`src/rtl/dmro_readout_scheduler.sv`:
```
// Word-rate readout scheduler: PRBS7 training after reset/retrain, then round-robin
// sharing of the 30-bit serializer word among NREQ requesters, with idle and periodic sync fill.
module dmro_readout_scheduler #(
  parameter int unsigned NREQ         = 4,
  parameter int unsigned PW           = 25,
  parameter int unsigned TRAIN_FRAMES = 1024,
  parameter int unsigned SYNC_PERIOD  = 256
) (
  input  logic               CLKWord,
  input  logic               RST,
  input  logic               ForceTrain,
  input  logic               ENScrCfg,
  input  logic [NREQ-1:0]    ReqValid,
  input  logic [NREQ*PW-1:0] ReqData,
  output logic [NREQ-1:0]    ReqReady,
  output logic [29:0]        DataOut,
  output logic               TestMode,
  output logic               ENScr,
  output logic               Training,
  output logic [15:0]        FrameCnt
);

  localparam int unsigned WORD_W = 30;
  localparam int unsigned PTR_W  = (NREQ > 1) ? $clog2(NREQ) : 1;
  localparam int unsigned CW     = PTR_W + 1;
  localparam int unsigned TC_W   = (TRAIN_FRAMES > 1) ? $clog2(TRAIN_FRAMES) : 1;
  localparam int unsigned SC_W   = (SYNC_PERIOD > 1) ? $clog2(SYNC_PERIOD) : 1;

  localparam logic [WORD_W-1:0] IDLE_WORD = 30'h05A5A5A5;
  localparam logic [11:0]       SYNC_MARK = 12'hFC5;

  typedef enum logic {
    ST_TRAIN = 1'b0,
    ST_RUN   = 1'b1
  } state_e;

  state_e            state_q, state_d;
  logic [TC_W-1:0]   tcnt_q, tcnt_d;
  logic [SC_W-1:0]   sync_q, sync_d;
  logic [PTR_W-1:0]  rr_ptr, rr_d;
  logic [15:0]       frame_d;
  logic [WORD_W-1:0] data_d;
  logic [NREQ-1:0]   grant_c;

  logic              gnt_found;
  logic [PTR_W-1:0]  gnt_idx;
  logic [CW-1:0]     cand;

  // Round-robin search: first valid requester at or after rr_ptr, modulo NREQ.
  always_comb begin
    gnt_found = 1'b0;
    gnt_idx   = '0;
    cand      = '0;
    for (int unsigned k = 0; k < NREQ; k++) begin
      cand = {1'b0, rr_ptr} + CW'(k);
      if (cand >= CW'(NREQ)) cand = cand - CW'(NREQ);
      if (!gnt_found && ReqValid[cand[PTR_W-1:0]]) begin
        gnt_found = 1'b1;
        gnt_idx   = cand[PTR_W-1:0];
      end
    end
  end

  // Next-state and slot selection.
  always_comb begin
    state_d = state_q;
    tcnt_d  = tcnt_q;
    sync_d  = sync_q;
    rr_d    = rr_ptr;
    frame_d = FrameCnt;
    data_d  = '0;
    grant_c = '0;
    case (state_q)
      ST_TRAIN: begin
        sync_d  = '0;
        frame_d = '0;
        if (ForceTrain) begin
          tcnt_d = '0;
        end else if (tcnt_q == TC_W'(TRAIN_FRAMES - 1)) begin
          state_d = ST_RUN;
          tcnt_d  = '0;
        end else begin
          tcnt_d = tcnt_q + TC_W'(1);
        end
      end
      ST_RUN: begin
        if (ForceTrain) begin
          state_d = ST_TRAIN;
          tcnt_d  = '0;
          sync_d  = '0;
          frame_d = '0;
          data_d  = IDLE_WORD;
        end else begin
          frame_d = FrameCnt + 16'd1;
          sync_d  = (sync_q == SC_W'(SYNC_PERIOD - 1)) ? '0 : sync_q + SC_W'(1);
          if (sync_q == SC_W'(SYNC_PERIOD - 1)) begin
            data_d = {2'b10, SYNC_MARK, FrameCnt};
          end else if (gnt_found) begin
            grant_c[gnt_idx] = 1'b1;
            data_d = {2'b01, 3'(gnt_idx), ReqData[gnt_idx*PW +: PW]};
            rr_d   = (gnt_idx == PTR_W'(NREQ - 1)) ? '0 : gnt_idx + PTR_W'(1);
          end else begin
            data_d = IDLE_WORD;
          end
        end
      end
      default: state_d = ST_TRAIN;
    endcase
  end

  assign ReqReady = grant_c;

  always_ff @(posedge CLKWord or posedge RST) begin
    if (RST) state_q <= ST_TRAIN;
    else     state_q <= state_d;
  end

  // Counters and registered serializer-side outputs.
  always_ff @(posedge CLKWord or posedge RST) begin
    if (RST) begin
      tcnt_q   <= '0;
      sync_q   <= '0;
      rr_ptr   <= '0;
      FrameCnt <= '0;
      DataOut  <= '0;
      TestMode <= 1'b1;
      ENScr    <= 1'b0;
      Training <= 1'b1;
    end else begin
      tcnt_q   <= tcnt_d;
      sync_q   <= sync_d;
      rr_ptr   <= rr_d;
      FrameCnt <= frame_d;
      DataOut  <= data_d;
      TestMode <= (state_d == ST_TRAIN);
      Training <= (state_d == ST_TRAIN);
      ENScr    <= (state_d == ST_RUN) & ENScrCfg;
    end
  end

endmodule

```
`config.mk`:
```
export PLATFORM = sky130hd
export DESIGN_NAME = dmro_readout_scheduler
export DESIGN_NICKNAME = d
export VERILOG_FILES = /design/src/rtl/dmro_readout_scheduler.sv
export SDC_FILE = /design/constraint.sdc
export NUM_CORES = 1
export LEC_CHECK = 0
export ABC_AREA = 1
export CAP_MARGIN = 20
export CORE_ASPECT_RATIO = 1.25
export CORE_UTILIZATION = 49
export DETAILED_ROUTE_END_ITERATION = 10
export HOLD_SLACK_MARGIN = 0.06
export MAX_ROUTING_LAYER = met4
export PLACE_DENSITY = 0.88
export SYNTH_ARGS = -nofsm -noshare
export SYNTH_HDL_FRONTEND = slang
export SYNTH_SLANG_ARGS = --single-unit
export TNS_END_PERCENT = 1
```
`constraint.sdc`:
```
create_clock -name CLKWord -period 3.55 [get_ports CLKWord]
set_input_delay 0.355 -clock CLKWord [delete_from_list [all_inputs] [get_ports CLKWord]]
set_output_delay 0.355 -clock CLKWord [all_outputs]
set_load 0.005 [all_outputs]
```
[After elaboration in Yosys (flattened, before gate mapping)]
Index checks and enable logic that the tools add are counted.
W data, S select, Z words.
Cells by class
  add/sub/neg operators: 11
  shift operators: 1
  magnitude comparators: 10
  reductions and logical operators: 8
  multiply operators: 1
  multiplexer cells: 44
  bitwise operators: 5
  equality and inequality tests: 4
Operators with widths (number)
  $shiftx A100 B8 Y25: 1
  $mux W30: 3
  $pmux W16 S2: 1
  $mux W10: 3
  $mux W29: 1
  $pmux W10 S2: 1
  $mux W2: 9
  $add A16 B1 Y16 const B: 1
  $mux W16: 1
  $mux W4: 4
  $mux W8: 2
  $pmux W8 S2: 1
  $lt A2 B3 Y1 const B: 5
  $mux W1: 12
  $add A10 B1 Y10 const B: 1
  $eq A10 B10 Y1 const B: 1
  $ge A3 B3 Y1 const B: 3
  $add A8 B1 Y8 const B: 1
  $bmux W1 S2: 4
  $eq A8 B8 Y1 const B: 1
  $sub A2 B1 Y2 const B: 4
  $mul A2 B5 Y7 const B: 1
  $add A2 B2 Y3 const B: 2
  $logic_and A1 B1 Y1: 4
  other kinds (12): 17
Storage, ports and cells
  output and inout port bits: 53
  bits of input ports: 108
  logic and storage cells: 92
  register bits: 69

[Logic depth before layout (Yosys ltp)]
Gate-level depths: netlist of the first run.
  word-level depth: 22
  mapped depth: 17
  depth with buffers taken out: 15

[Worst setup path before layout of the first run]
No wires, ideal clock.
  kind: reg2out
  from: register rr_ptr[0]
  to: output ReqReady[3]
  buffers on the path: 3
  arrival: 1810 ps
  slack: 1385 ps
  required time: 3195 ps
  stages on the path, launching flop included: 16
  cell sequence: dfrtp_1 -> buf_6 -> inv_8 -> nand2_2 -> nand3_1 -> nand2_2 -> inv_2 -> nand2_2 -> nand2_4 -> nand3_2 -> buf_6 -> inv_2 -> buf_2 -> ha_1 -> inv_1 -> nor2_1
On the way
  word-level cells in the longest chain between the ends: 22
  elaborated cells between the ends (all ways): 46
  classes of those cells: add/sub (7); order compare (6); mux (26); reduce/logical (7)
Ends and longest elaborated chain
  start: declaration: RTL line 40  | logic [PTR_W-1:0] rr_ptr, rr_d;
  start signal: assignment: RTL line 132  | rr_ptr <= rr_d;
  parallel branches: the longest is 18 deep, another holds $add A2 B1 Y3
  $mux W4 (*): RTL line 98  | end else if (gnt_found) begin
  $mux W4 (*): RTL line 96  | if (sync_q == SC_W'(SYNC_PERIOD - 1)) begin
  $mux W4 (*): RTL line 87  | if (ForceTrain) begin
  $mux W4 (*): RTL line 73  | case (state_q)
  end: declaration: RTL line 15  | output logic [NREQ-1:0] ReqReady,
Mark *: on every way between the ends. The select of a mux whose other input is x is not followed.

[Worst setup path in the final report of the first run]
  from: register rr_ptr[0]
  to: output ReqReady[0]
The elaborated chain is that of the path after synthesis.

==> results.cfg, run 1 <==
[floorplanning]
die_w_microns = 85.7
row_count = 37
design.die.area_sq_um = 9130
start_util_pct = 51.2
ios = 161
core_area_sq_um = 8380
die_height_microns = 107

[finish]
fin_cells = 869
nNetsFinal = 862
drive_above_1_share_pct = 9.44
multi_input_comb_area_sq_um = 2040
antenna_cells = 0
seqCellArea_sq_um = 1700
layout_commonest_cell = clkdlybuf4s50_1
final_cell_mix = clkdlybuf4s50_1 (160), nand2_1 (124), inv_1 (89)
design_area_sq_um = 6150
fillers = 653
fin_util_pct = 73.4
areaGrowthSynthToFinish_pct = 43.4

[worst_setup_path]
cp_slowest_cell = clkdlybuf4s50_1
cp.required_ns = 3.19
worstSetupStartpointType = register
cp_cell_sequence = inv_8, nand2_2, nand3_1, nand2_2, nand2_4, nand3_4, nand3_2, buf_4, ha_1, inv_1, nor2_1, clkdlybuf4s50_1
crit_type = register to output port
crit_fanout = 19
cpPeakStageDelay_ns = 0.53
cp.arrival_ns = 2.84
critPathCaptureType = output port
cpMostUsedCell = nand2_2

[clocking]
clk_latency_ns = 0.35
numCtsBuffers = 9
cts_buffer_depth = 2
cts_sinks = 68
path_clk_slew_ns = 0.07
cts_tree = yes
cts-root-buf = clkbuf_8
cts_max_level = 3

[synthesis]
syn_nets = 707
synth_area_per_cell_sq_um = 7.24
ys_seq_elements = 68
synth_ff_type = dfrtp_1
synth_area_sq_um = 4290
synthCells = 592
synth.distinct_cells = 37
yosysWarnings = 0
synth_edf_count = 0
synth-seq-area-share_pct = 39.7
async_reset_ff_share_pct = 100

[global_route]
grt_usage_pct = 31.9
grt_overflow = 0
antenna_found_initial = 0
grt_pass1_wl_microns = 22000
grt_pass1_vias = 4583
grt_max_degree = 41

[detailed_routing]
wl_per_cell_microns = 15.7
drt-pass1-iter-count = 6
postRouteAntennaNets = 0
via_per_inst = 5.41
drc = 0
vias = 4700
wirelength_microns = 13600
dr.first_iter.drc_count = 293

[run_status]
status = complete, no violations

[power_and_ir_drop]
powerDensity_nw_per_um2 = 395
switching_share_pct = 37.5
clockPowerShare_pct = 26.3
power_mw = 2.43
seq_power_share_pct = 32.8
p_int_mw = 1.52
switchingPower_uw = 911
leakage_nw = 2.86
irDropWorstVdd_mv = 0.310
p_comb_share_pct = 40.9

[timing]
fin_crit_ns = 3.19
max_freq_ghz = 0.313
finClkSkew_ns = 0.0134
slew_viol_final = 0
whs_ns = 0.389
relSlewSlack_pct = 61.2
finalSetupTns_ns = 0
period_share_pct = 90.0
timing.final.ws_setup_ns = 0.355
hold_viol = 0
setup-violations-final = 0
worst_slew_pin_slew_ns = 0.581
rsz0062_at_grt = no

[placement]
place_ws_ns = 0.474
gp_congestion = 0.959
io_buffers = 160
placed_cell_area_sq_um = 5950
dp_hpwl_microns = 10700
dp.cells = 853

[flow_run]
maxCapViolCount = 0

[hold_path]
hold_path.class = input port to asynchronous set/reset pin
[state kept, by name, indices dropped and copies added (netlist names)]
register  flops
DataOut      29
ENScr         1
FrameCnt     16
Training      1
rr_ptr        2
state_q       1
sync_q        8
tcnt_q       10
[cell usage after synthesis (2+ instances only)]
cell type / instances / area (sq um)
a21oi_1: 29 / 145
buf_2: 10 / 50.1
buf_4: 2 / 15.0
buf_6: 6 / 67.6
clkbuf_1: 7 / 26.3
dfrtp_1: 67 / 1680
ha_1: 7 / 87.6
inv_1: 90 / 338
inv_2: 8 / 30.0
nand2_1: 124 / 465
nand2_2: 17 / 106
nand2_4: 3 / 33.8
nand3_1: 72 / 360
nand3_2: 2 / 20.0
nand4_1: 22 / 138
nor2_1: 39 / 146
nor3_1: 8 / 40.0
o211ai_1: 11 / 82.6
o21ai_0: 18 / 90.1
o21ai_1: 13 / 65.1
o22ai_1: 4 / 25.0
o32ai_1: 3 / 26.3
or2_1: 5 / 31.3
or2_2: 8 / 50.1
xor2_1: 5 / 43.8
[critical path: cells and delay by family, from the launching register on]
kind	cells	cell delay, ns
adder cells (fa/ha/maj)	1	0.17
AND/OR/NAND/NOR	7	0.87
buffers and inverters	4	0.93
flip-flops	1	0.52
[power groups by stage]
stage	clock [mW]	sequential (mW)	combinational (mW)
2_1_floorplan	0	0.801	0.724
3_3_place_gp	0	0.810	0.947
3_5_place_dp	0	0.811	0.977
4_1_cts	0.646	0.796	0.982
5_1_grt	0.677	0.797	1.10
6_report	0.638	0.797	0.992
[path summary, 6_finish.rpt]
kind | startpoint | endpoint | slack, ns | cells after the start
min | RST | ENScr | 0.39 | 2
max reg2reg | rr_ptr[0] | DataOut[16] | 0.98 | 15
max | rr_ptr[0] | ReqReady[0] | 0.36 | 12
min reg2reg | sync_q[0] | sync_q[0] | 0.47 | 1
max in group asynchronous | RST | rr_ptr[0] | 2.23 | 3
min in group CLKWord | sync_q[0] | sync_q[0] | 0.47 | 1
[cells by family after synthesis]
group | count (synthesis) | share of synthesized area, %
buffers and inverters | 125 | 12.6
xor gates and xnor gates | 6 | 1.23
DFF | 68 | 39.7
adders and majority gates | 7 | 2.04
and+or+nand+nor | 305 | 33.6
AOI/OAI and AO/OA | 81 | 10.8
[layout make-up]
cell class	instances	share of cell area [%]
Clock buffer	10	2.24
Tap cell	117	2.38
Clock inverter	6	1.04
Multi-Input combinational cell	399	33.2
Sequential cell	68	27.7
Inverter	99	6.16
Timing Repair Buffer	170	27.3
[repair_timing]
action / in CTS / in global routing
resized for setup: 0 / 1
setup buffers: 0 / 0
hold buffers: 0 / 0
endpoints found under the setup margin: 0 / 1
[layer usage]
| metal | global-route usage (%) | vias to the layer above | wire (microns) |
|---|---|---|---|
| li1 | - | 2226 | - |
| met1 | 36.5 | 2199 | 5230 |
| met2 | 53.5 | 228 | 6900 |
| met3 | 5.16 | 47 | 885 |
| met4 | 17.5 | 0 | 608 |
| met5 | - | - | 0 |
Note: power is estimated with default switching activity, not from simulation.
==> run 2: changes to the inputs <==
--- a/config.mk
+++ b/config.mk
@@ -7,12 +7,14 @@
 export LEC_CHECK = 0
 export ABC_AREA = 1
 export CAP_MARGIN = 20
+export CELL_PAD_IN_SITES_DETAIL_PLACEMENT = 0
+export CELL_PAD_IN_SITES_GLOBAL_PLACEMENT = 2
 export CORE_ASPECT_RATIO = 1.25
-export CORE_UTILIZATION = 49
+export CORE_UTILIZATION = 26
 export DETAILED_ROUTE_END_ITERATION = 10
 export HOLD_SLACK_MARGIN = 0.06
 export MAX_ROUTING_LAYER = met4
-export PLACE_DENSITY = 0.88
+export PLACE_DENSITY = 0.87
 export SYNTH_ARGS = -nofsm -noshare
 export SYNTH_HDL_FRONTEND = slang
 export SYNTH_SLANG_ARGS = --single-unit
==> results.cfg, run 2 (synthesis gave the netlist of run 1 again) <==
[power_and_ir_drop]
clockPowerShare_pct = 33.6
switchingPower_uw = 957
p_int_mw = 1.73
switching_share_pct = 35.6
p_comb_share_pct = 36.8
irDropWorstVdd_mv = 0.249
power_mw = 2.69
leakage_nw = 2.90
powerDensity_nw_per_um2 = 422
seq_power_share_pct = 29.6

[finish]
largest_reg_flops = 29
nNetsFinal = 862
final_cell_mix = clkdlybuf4s50_1 (160), nand2_1 (124), inv_1 (89)
areaGrowthSynthToFinish_pct = 48.6
antenna_cells = 0
layout_commonest_cell = clkdlybuf4s50_1
top_register = DataOut
reg.largest.list = DataOut x29, FrameCnt x16, tcnt_q x10
fin_cells = 968
drive_above_1_share_pct = 9.18

[worst_setup_path]
cp.required_ns = 3.19
crit_fanout = 19
worstReg2RegStart = rr_ptr[0]
worstSetupStartpoint = rr_ptr[0]
cp.arrival_ns = 2.89
crit_type = register to output port
critPathCaptureType = output port
worstSetupStartpointType = register

[clocking]
numCtsBuffers = 9
cts_max_level = 3
cts_tree = yes
clk_latency_ns = 0.33
cts_sinks = 68
cts-root-buf = clkbuf_16
path_clk_slew_ns = 0.06
hold_buffers = 0
cts_buffer_depth = 2

[timing]
slew_viol_final = 0
finalSetupTns_ns = 0
max_freq_ghz = 0.308
worst_slew_pin_slew_ns = 0.606
fin_crit_ns = 3.25
finClkSkew_ns = 0.00753
setup-violations-final = 0
rsz0062_at_grt = no
hold_viol = 0
relSlewSlack_pct = 59.6
period_share_pct = 91.5

[hold_path]
hold_path.class = input port to asynchronous set/reset pin

[floorplanning]
row_count = 52
core_area_sq_um = 16100
die_w_microns = 117
design.die.area_sq_um = 17000
ios = 161
start_util_pct = 26.6
die_height_microns = 146

[detailed_routing]
dr.first_iter.drc_count = 195
drt-pass1-iter-count = 4
via_per_inst = 4.64
drc = 0
wirelength_microns = 14600
vias = 4487
postRouteAntennaNets = 0
wl_per_cell_microns = 15.1

[placement]
dp.cells = 952
io_buffers = 160
dp_hpwl_microns = 11500
gp_congestion = 0.886

[global_route]
grt_pass1_wl_microns = 22800
grt_pass1_vias = 4598
grt_max_degree = 40
antenna_found_initial = 0
grt_usage_pct = 18.1
grt_overflow = 0

[run_status]
status = complete, no violations

[flow_run]
maxCapViolCount = 0
-- run 2: cell count changes in the layout (fill, tap and decap cells not counted) --
| cell | previous run | this run |
|---|---|---|
| clkinv_4 | 1 | 0 |
| clkinv_2 | 2 | 1 |
| clkbuf_8 | 10 | 1 |
| clkbuf_1 | 0 | 2 |
| clkbuf_16 | 0 | 9 |
-- run 2: repair_timing --
item,4_1_cts,5_1_grt
resized for setup,0,1
setup buffers,0,0
setup endpoints to repair,0,3
-- run 2: cell type report --
cell class                      count  area [sq um]
Clock buffer                       12           246
Clock inverter                      4          50.0
Fill cell                        1716          9770
Inverter                           99           379
Multi-Input combinational cell    399          2040
Sequential cell                    68          1700
Tap cell                          216           270
Timing Repair Buffer              170          1680
-- run 2: path summary, 6_finish.rpt --
check                          endpoint  slack, ns  cells past startpoint
setup / recovery            ReqReady[3]       0.30                     13
hold / removal             FrameCnt[10]       0.42                      2
setup reg to reg            DataOut[18]       1.08                     14
hold reg to reg               sync_q[0]       0.46                      1
max in group asynchronous    DataOut[7]       2.35                      3
min in group CLKWord          sync_q[0]       0.46                      1
-- run 2: power by group through the flow --
stage / clock [mW] / combinational (mW) / sequential [mW]
2_1_floorplan: 0 / 0.724 / 0.801
3_3_place_gp: 0 / 0.984 / 0.810
3_5_place_dp: 0 / 0.998 / 0.811
4_1_cts: 0.934 / 1.00 / 0.797
5_1_grt: 0.961 / 1.11 / 0.798
6_report: 0.903 / 0.990 / 0.797
-- run 2: metrics by stage --
stage	hold WS [ns]	area, sq um	utilization, %	setup WS [ns]
2_1_floorplan	0.430	4290	-	1.39
3_3_place_gp	0.442	6070	37.6	0.434
3_5_place_dp	0.453	6070	37.6	0.398
4_1_cts	0.432	6370	39.5	0.158
5_1_grt	0.462	6370	39.5	0.0588
6_report	0.420	6370	39.5	0.303
-- run 2: metal layers --
| metal | GRT usage, % | vias up | routed length [microns] |
|---|---|---|---|
| met5 | - | - | 0 |
| met3 | 4.66 | 25 | 902 |
| met2 | 31.0 | 120 | 7370 |
| li1 | - | 2218 | - |
| met4 | 6.46 | 0 | 364 |
| met1 | 19.9 | 2124 | 5980 |
-- run 2: critical path, cell delays in order (launching register included) --
cell             delay, ns
dfrtp_2               0.51
inv_8                 0.14
nand2_2               0.06
nand3_1               0.11
nand2_2               0.10
inv_2                 0.09
nand2_2               0.07
nand2_4               0.17
nand3_2               0.19
inv_2                 0.25
ha_1                  0.19
inv_1                 0.05
nor2_1                0.10
clkdlybuf4s50_1       0.53
